[src/rtl/countdown_if.sv]
// countdown_if: request/status bundle between the front panel, the BCD
// countdown datapath and the countdown_ctrl sequencer.
//   set_valid/set_minute : load request, packed BCD minutes {tens,units}
//   start/pause_tog/stop : one-cycle button requests
//   cur_minute/second    : live BCD datapath outputs (for zero detect)
//   tick/load/load_minute: datapath decrement enable and load strobe
//   running/paused/alarm : state indications; set_err : rejected set pulse
// master = environment (panel + datapath), slave = controller.
interface countdown_if;
    logic       set_valid;
    logic [7:0] set_minute;
    logic       start;
    logic       pause_tog;
    logic       stop;
    logic [7:0] cur_minute;
    logic [7:0] cur_second;
    logic       tick;
    logic       load;
    logic [7:0] load_minute;
    logic       running;
    logic       paused;
    logic       alarm;
    logic       set_err;

    modport master (
        output set_valid, set_minute, start, pause_tog, stop, cur_minute, cur_second,
        input  tick, load, load_minute, running, paused, alarm, set_err
    );

    modport slave (
        input  set_valid, set_minute, start, pause_tog, stop, cur_minute, cur_second,
        output tick, load, load_minute, running, paused, alarm, set_err
    );
endinterface

[src/rtl/countdown_ctrl.sv]
// countdown_ctrl: sequencer for the BCD minute/second countdown datapath.
// Divides the system clock into a 1 Hz tick enable, issues validated BCD
// load strobes, watches the datapath for 00:00 and runs the
// IDLE/ARMED/RUN/PAUSE/EXPIRED state machine behind the front-panel buttons.
//
// Ports:
//   clk   : system clock, rising edge
//   rst_n : asynchronous active-low reset
//   bus   : countdown_if.slave (requests in, tick/load/status out)
//
// Parameters: TICK_DIV (clocks per second, >=2), DIV_W (prescaler width,
// holds TICK_DIV-1), ALARM_SECS (alarm duration in seconds, 1..255).
//
// Optional feature macro: COUNTDOWN_REPEAT_EN -- when defined, an alarm that
// times out reloads the retained minute value and restarts the countdown.
module countdown_ctrl #(
    parameter int TICK_DIV   = 50000000,
    parameter int DIV_W      = 26,
    parameter int ALARM_SECS = 10
) (
    input logic        clk,
    input logic        rst_n,
    countdown_if.slave bus
);

    typedef enum logic [2:0] {S_IDLE, S_ARMED, S_RUN, S_PAUSE, S_EXPIRED} state_t;

    state_t           state, state_n;
    logic [DIV_W-1:0] presc, presc_n;
    logic [7:0]       acnt, acnt_n;
    logic             tick_q, tick_n;
    logic             load_q, load_n;
    logic             err_q, err_n;
    logic [7:0]       lm_q, lm_n;
    logic             running_q, paused_q, alarm_q;

    logic set_ok, is_zero, zero_hit, wrap;

    assign set_ok  = (bus.set_minute[7:4] <= 4'd9) && (bus.set_minute[3:0] <= 4'd9);
    assign is_zero = (bus.cur_minute == 8'h00) && (bus.cur_second == 8'h00);
    assign wrap    = (presc == DIV_W'(TICK_DIV - 1));

`ifdef COUNTDOWN_REPEAT_EN
    // On a repeat restart the datapath still shows 00:00 while the reload
    // strobe is in flight; ignore zero for that one cycle.
    assign zero_hit = is_zero && !load_q;
`else
    assign zero_hit = is_zero;
`endif

    always_comb begin
        state_n = state;
        presc_n = presc;
        acnt_n  = acnt;
        tick_n  = 1'b0;
        load_n  = 1'b0;
        err_n   = 1'b0;
        lm_n    = lm_q;
        // Request chain: each branch only fires when the request applies to
        // the current state, so an inapplicable request falls through.
        if (bus.stop) begin
            state_n = S_IDLE;
            presc_n = '0;
            acnt_n  = '0;
        end else if (bus.set_valid && (state == S_IDLE || state == S_ARMED)) begin
            if (set_ok) begin
                load_n  = 1'b1;
                lm_n    = bus.set_minute;
                state_n = S_ARMED;
            end else begin
                err_n = 1'b1;
            end
        end else if (bus.start && (state == S_ARMED || state == S_PAUSE)) begin
            if (state == S_ARMED) presc_n = '0;   // resume keeps the partial second
            state_n = S_RUN;
        end else if (bus.pause_tog && (state == S_RUN || state == S_PAUSE || state == S_EXPIRED)) begin
            case (state)
                S_RUN:   state_n = S_PAUSE;
                S_PAUSE: state_n = S_RUN;
                default: begin                      // alarm acknowledge
                    state_n = S_IDLE;
                    presc_n = '0;
                    acnt_n  = '0;
                end
            endcase
        end else begin
            case (state)
                S_RUN: begin
                    if (zero_hit) begin
                        // Start the alarm period on a second boundary so it
                        // lasts exactly ALARM_SECS * TICK_DIV cycles.
                        state_n = S_EXPIRED;
                        presc_n = '0;
                        acnt_n  = '0;
                    end else if (wrap) begin
                        presc_n = '0;
                        tick_n  = 1'b1;
                    end else begin
                        presc_n = presc + DIV_W'(1);
                    end
                end
                S_EXPIRED: begin
                    if (wrap) begin
                        presc_n = '0;
                        if (acnt == 8'(ALARM_SECS - 1)) begin
                            acnt_n = '0;
`ifdef COUNTDOWN_REPEAT_EN
                            load_n  = 1'b1;
                            state_n = S_RUN;
`else
                            state_n = S_IDLE;
`endif
                        end else begin
                            acnt_n = acnt + 8'd1;
                        end
                    end else begin
                        presc_n = presc + DIV_W'(1);
                    end
                end
                default: ;
            endcase
        end
    end

    always_ff @(posedge clk or negedge rst_n) begin
        if (!rst_n) begin
            state     <= S_IDLE;
            presc     <= '0;
            acnt      <= '0;
            tick_q    <= 1'b0;
            load_q    <= 1'b0;
            err_q     <= 1'b0;
            lm_q      <= 8'h00;
            running_q <= 1'b0;
            paused_q  <= 1'b0;
            alarm_q   <= 1'b0;
        end else begin
            state     <= state_n;
            presc     <= presc_n;
            acnt      <= acnt_n;
            tick_q    <= tick_n;
            load_q    <= load_n;
            err_q     <= err_n;
            lm_q      <= lm_n;
            running_q <= (state_n == S_RUN);
            paused_q  <= (state_n == S_PAUSE);
            alarm_q   <= (state_n == S_EXPIRED);
        end
    end

    assign bus.tick        = tick_q;
    assign bus.load        = load_q;
    assign bus.load_minute = lm_q;
    assign bus.set_err     = err_q;
    assign bus.running     = running_q;
    assign bus.paused      = paused_q;
    assign bus.alarm       = alarm_q;

endmodule

[src/flat_wrapper.sv]
// flat-port wrapper written by rule: the top's interface ports become plain ports
module countdown_ctrl_flat 
#(
    parameter int TICK_DIV   = 50000000,
    parameter int DIV_W      = 26,
    parameter int ALARM_SECS = 10
)
  (clk, rst_n, bus_set_valid, bus_set_minute, bus_start, bus_pause_tog, bus_stop, bus_cur_minute, bus_cur_second, bus_tick, bus_load, bus_load_minute, bus_running, bus_paused, bus_alarm, bus_set_err);
  countdown_if bus_i ();
  input logic clk;
  input logic rst_n;
  input wire logic [$bits(bus_i.set_valid)-1:0] bus_set_valid;
  input wire logic [$bits(bus_i.set_minute)-1:0] bus_set_minute;
  input wire logic [$bits(bus_i.start)-1:0] bus_start;
  input wire logic [$bits(bus_i.pause_tog)-1:0] bus_pause_tog;
  input wire logic [$bits(bus_i.stop)-1:0] bus_stop;
  input wire logic [$bits(bus_i.cur_minute)-1:0] bus_cur_minute;
  input wire logic [$bits(bus_i.cur_second)-1:0] bus_cur_second;
  output wire logic [$bits(bus_i.tick)-1:0] bus_tick;
  output wire logic [$bits(bus_i.load)-1:0] bus_load;
  output wire logic [$bits(bus_i.load_minute)-1:0] bus_load_minute;
  output wire logic [$bits(bus_i.running)-1:0] bus_running;
  output wire logic [$bits(bus_i.paused)-1:0] bus_paused;
  output wire logic [$bits(bus_i.alarm)-1:0] bus_alarm;
  output wire logic [$bits(bus_i.set_err)-1:0] bus_set_err;
  assign bus_i.set_valid = bus_set_valid;
  assign bus_i.set_minute = bus_set_minute;
  assign bus_i.start = bus_start;
  assign bus_i.pause_tog = bus_pause_tog;
  assign bus_i.stop = bus_stop;
  assign bus_i.cur_minute = bus_cur_minute;
  assign bus_i.cur_second = bus_cur_second;
  assign bus_tick = bus_i.tick;
  assign bus_load = bus_i.load;
  assign bus_load_minute = bus_i.load_minute;
  assign bus_running = bus_i.running;
  assign bus_paused = bus_i.paused;
  assign bus_alarm = bus_i.alarm;
  assign bus_set_err = bus_i.set_err;
  countdown_ctrl #(.TICK_DIV(TICK_DIV), .DIV_W(DIV_W), .ALARM_SECS(ALARM_SECS)) u_core (.clk(clk), .rst_n(rst_n), .bus(bus_i));
endmodule
[config.mk]
export PLATFORM = sky130hd
export DESIGN_NAME = countdown_ctrl_flat
export DESIGN_NICKNAME = d
export VERILOG_FILES = /design/src/rtl/countdown_if.sv /design/src/rtl/countdown_ctrl.sv /design/src/flat_wrapper.sv
export SDC_FILE = /design/constraint.sdc
export NUM_CORES = 1
export LEC_CHECK = 0
export BUFFER_PORTS_ARGS = -buffer_cell sky130_fd_sc_hd__buf_2
export CAP_MARGIN = 20
export CORE_MARGIN = 2
export CORE_UTILIZATION = 55
export DETAILED_ROUTE_END_ITERATION = 7
export PLACE_DENSITY = 0.87
export SETUP_SLACK_MARGIN = 0.2
export SYNTH_ARGS = -nofsm -noshare
export SYNTH_HDL_FRONTEND = slang
export SYNTH_SLANG_ARGS = --single-unit
[constraint.sdc]
create_clock -name clk -period 2.8 [get_ports clk]
set_input_delay 0 -clock clk [delete_from_list [all_inputs] [get_ports clk]]
set_output_delay 0 -clock clk [all_outputs]
set_load 0.01 [all_outputs]
==> results by group <==
Timing
  – Setup Total Neg Slack: 0 ps
  – Post-layout min period: 2380 ps
  – Worst max-slew margin expressed relative to the limit: between 40% and 50%
  – Count of final setup violators: 0
  – Max Fclk: 0.421 GHz
  – Tightest Pin Transition: 857 ps
  – Number of slew-limit violations in the final report: 0
  – Final cycle utilization of the critical path: a little over four fifths
  – RSZ-0062 raised after global routing: no
  – Number of failing hold endpoints at the final stage: 0
  – Fin Clk Skew: 10.1 ps

Routing
  – Post-DR vias/cell: 6.02
  – Top sig layer: met4
  – Number of optimization iterations in the first detailed-route pass: 6
  – DR WL met2: 3420 µm
  – Number of vias in the routed layout: 2535
  – Final wirelength: 6760 µm
  – Met3 routed WL: approximately 450 µm
  – Post-route antenna net violation count: 0
  – Total routed wire length on the met1 layer: roughly 2800 µm
  – DR DRC count: 0
  – Average wire length per cell after detail routing: 16.1 µm
  – Initial detailed-routing violation count: approximately 200

Floorplan
  – Die height: 75.5 µm
  – Total die area: 0.00570 mm²
  – # IOs: 44
  – Initial core utilization: 56.1%
  – Die outline width: 75.5 µm
  – Standard-cell rows: 26
  – Placeable core region: 0.00501 mm²

Global route
  – GR Util All Layers: 24.9%
  – Global-route wire length before repair: about 11000 µm
  – Final global-route overflow total: 0
  – Largest net degree at the start of global routing: 39
  – Number of antenna violations at the first check in global routing: 0
  – Via count of the first global-routing pass: about 2300

Cells and area
  – Area taken by flip-flops and latches: 0.00128 mm²
  – Number of nets in the finished design: 383
  – Area of the multi-input gates: 0.00145 mm²
  – Number of fill cells: between 400 and 500
  – Proportion of layout cells with a drive suffix above 1: around a fifth
  – Syn-to-layout area delta: 16.4%
  – Number of diodes added for antenna fixing: 0
  – Non-filler cells in the finished layout: 421

Yosys
  – Count of cell types in the netlist: 56
  – Top-area cell type share of the netlist area: 45.4%
  – Mean Syn Cell Area: 9.47 µm²
  – Post-synthesis net count: 330
  – Number of enable flip-flop cells after synthesis: 0
  – Post-Syn Area: 0.00281 mm²
  – Most instantiated flip-flop cell in the synthesis netlist: dfrtp_1
  – Proportion of register bits with asynchronous set or reset after synthesis: 100%
  – Yosys warns: 0
  – Most area-hungry cell type in the Yosys netlist: dfrtp_1
  – Ranking of synthesized cells by area: dfrtp_1 (45%), o21ai_0 (3.9%), nand2_1 (3.5%)
  – Synth Register Bits: 51
  – Number of standard cells after synthesis: 297
  – Post-synthesis sequential area ratio: between 40% and 50%

Critical path
  – Type of destination of the critical path: register
  – Maximum net fanout on the critical path: 13
  – Type of element launching the critical path: register
  – Crit path arrival time: ~2600 ps
  – Setup CP Type: register to register
  – Number of cells traversed by the worst register-to-register path: 5
  – Worst path required time: ~3000 ps

Power and ir drop
  – Static leakage power: 1.43 nW
  – Pwr per Cell Area: about 450 mW/mm²
  – Worst vdd rail ir drop: about 0.46 mV

Clock tree
  – Clock Sink Count: 51
  – Clock transition time at the flip-flop clock pins of the worst setup and hold paths: 90 ps
  – Longest Clk Path Bufs: 2
  – TritonCTS clock tree: built
  – Htree depth: 2
  – Clock root buffer: clkbuf_8
  – CTS buffer count: 5
  – Postcts setup bufs: 0
  – Latest clock arrival within the worst-skew pair: 300 ps

Placed design
  – Total instance count after detailed placement: 403
  – IO Port Bufs: 43
  – Gp weighted congestion: between 0.9 and 1
  – Post-DP HPWL: approximately 4500 µm

Worst hold path
  – HP Class: input pin to register
  – Count of cells along the worst hold path: 2

Run
  – Max-cap check violation count: 0

Run status
  – Outcome: complete, no violations
power by group:
part | internal (mW) | switching [mW]
clock network | 0.203 | 0.237
registers | 0.773 | 0.0299
logic | 0.0917 | 0.125
synthesized netlist by cell type (3+ instances only):
| cell | count |
|---|---|
| a21oi_1 | 4 |
| ha_1 | 3 |
| buf_2 | 3 |
| nand2b_1 | 3 |
| or4_1 | 4 |
| clkbuf_1 | 3 |
| inv_1 | 9 |
| nand2_1 | 26 |
| nand3_1 | 18 |
| nor3_1 | 8 |
| xnor2_1 | 10 |
| nor2b_1 | 6 |
| nor2_2 | 3 |
| o21ai_1 | 8 |
| nor4b_1 | 3 |
| nor4_1 | 10 |
| dfrtp_1 | 51 |
| nand4b_1 | 4 |
| o21ai_0 | 22 |
| o31ai_1 | 10 |
| nor3b_1 | 6 |
| nor2_1 | 22 |
| and3_1 | 7 |
| mux2i_1 | 3 |
| mux2_2 | 6 |
| nand4_1 | 7 |
area by class of cell:
cell class | count | share of cell area [%]
tap | 70 | 2.67
clock inverter | 1 | 0.267
multi-input combinational | 227 | 44.3
inverter | 10 | 1.15
sequential | 51 | 39.0
timing repair buffer | 55 | 10.0
clock buffer | 7 | 2.64
worst max-delay path: stages, from the launching register on:
cell and delay, ps:
dfrtp_1 570, nor3b_2 390, o211ai_1 320, nor2_2 400, nand2_1 280, o31ai_1 320
final timing paths:
kind,startpoint,endpoint,slack [ps]
max in group asynchronous,rst_n,u_core.presc[5]$_DFFE_PN0P_,1730
setup reg to reg,u_core.state[2]$_DFF_PN0_,u_core.presc[7]$_DFFE_PN0P_,420
hold reg to reg,u_core.presc[15]$_DFFE_PN0P_,u_core.presc[15]$_DFFE_PN0P_,500
setup / recovery,u_core.state[2]$_DFF_PN0_,u_core.presc[7]$_DFFE_PN0P_,420
min in group asynchronous,rst_n,u_core.presc[16]$_DFFE_PN0P_,340
hold / removal,bus_stop,u_core.bus.set_err$_DFF_PN0_,80
registers in the layout (all words and copies together) (netlist names):
| register | flops |
|---|---|
| u_core.presc | 26 |
| u_core.acnt | 8 |
| u_core.bus.load_minute | 8 |
| u_core.state | 3 |
| u_core.bus.alarm | 1 |
| u_core.bus.load | 1 |
| u_core.bus.paused | 1 |
| u_core.bus.running | 1 |
| u_core.bus.set_err | 1 |
| u_core.bus.tick | 1 |
placed cells by master (no fill, tap or decap), types with 3 or more instances in the layout:
| cell type | Yosys | routed |
|---|---|---|
| dfrtp_1 | 51 | 51 |
| buf_2 | 3 | 43 |
| nand2_1 | 26 | 26 |
| o21ai_0 | 22 | 22 |
| nor2_1 | 22 | 21 |
| nand3_1 | 18 | 18 |
| nor4_1 | 10 | 10 |
| o31ai_1 | 10 | 10 |
| xnor2_1 | 10 | 10 |
| inv_1 | 9 | 9 |
| dlygate4sd3_1 | 0 | 9 |
| nor3_1 | 8 | 8 |
| o21ai_1 | 8 | 8 |
| nand4_1 | 7 | 7 |
| and3_1 | 7 | 7 |
| nor3b_1 | 6 | 6 |
| nor2b_1 | 6 | 6 |
| mux2_2 | 6 | 6 |
| clkbuf_8 | 0 | 6 |
| a21oi_1 | 4 | 4 |
| or4_1 | 4 | 4 |
| nand4b_1 | 4 | 4 |
| nor2_2 | 3 | 4 |
| nand2b_1 | 3 | 3 |
| nor4b_1 | 3 | 3 |
| mux2i_1 | 3 | 3 |
| ha_1 | 3 | 3 |
| buf_4 | 1 | 3 |
what timing repair did:
item	CTS	global route
endpoints found under the setup margin	0	4
resized for setup	0	1
hold buffers	9	0
endpoints found under the hold margin	45	0
stage by stage:
step	utilization, %	hold WS (ps)	cell area, µm²	setup slack [ps]	power, mW
finish	65.4	83.4	3270	422	1.46
global route	65.4	88.1	3270	285	1.52
CTS	65.1	33.8	3260	374	1.46
detailed placement	61.4	156	3070	369	1.01
global placement	61.4	141	3070	496	1.00
floorplan	-	-296	2810	775	0.923
metal layers:
layer  vias to the layer above  GRT usage, %
li1                       1200             -
met1                      1199          32.2
met2                       126          42.1
met3                        10          4.37
met4                         0          9.16
met5                         -             0
cell families after synthesis:
family          count (synthesis)  share of synthesized area [%]
mux                             9                           3.47
compound gates                 58                           12.8
xor+xnor                       12                           3.74
fa+ha+maj                       3                           1.33
flops                          51                           45.4
buf+inv                        20                           3.60
simple gates                  144                           29.7
Note: power is estimated with default switching activity, not from simulation.
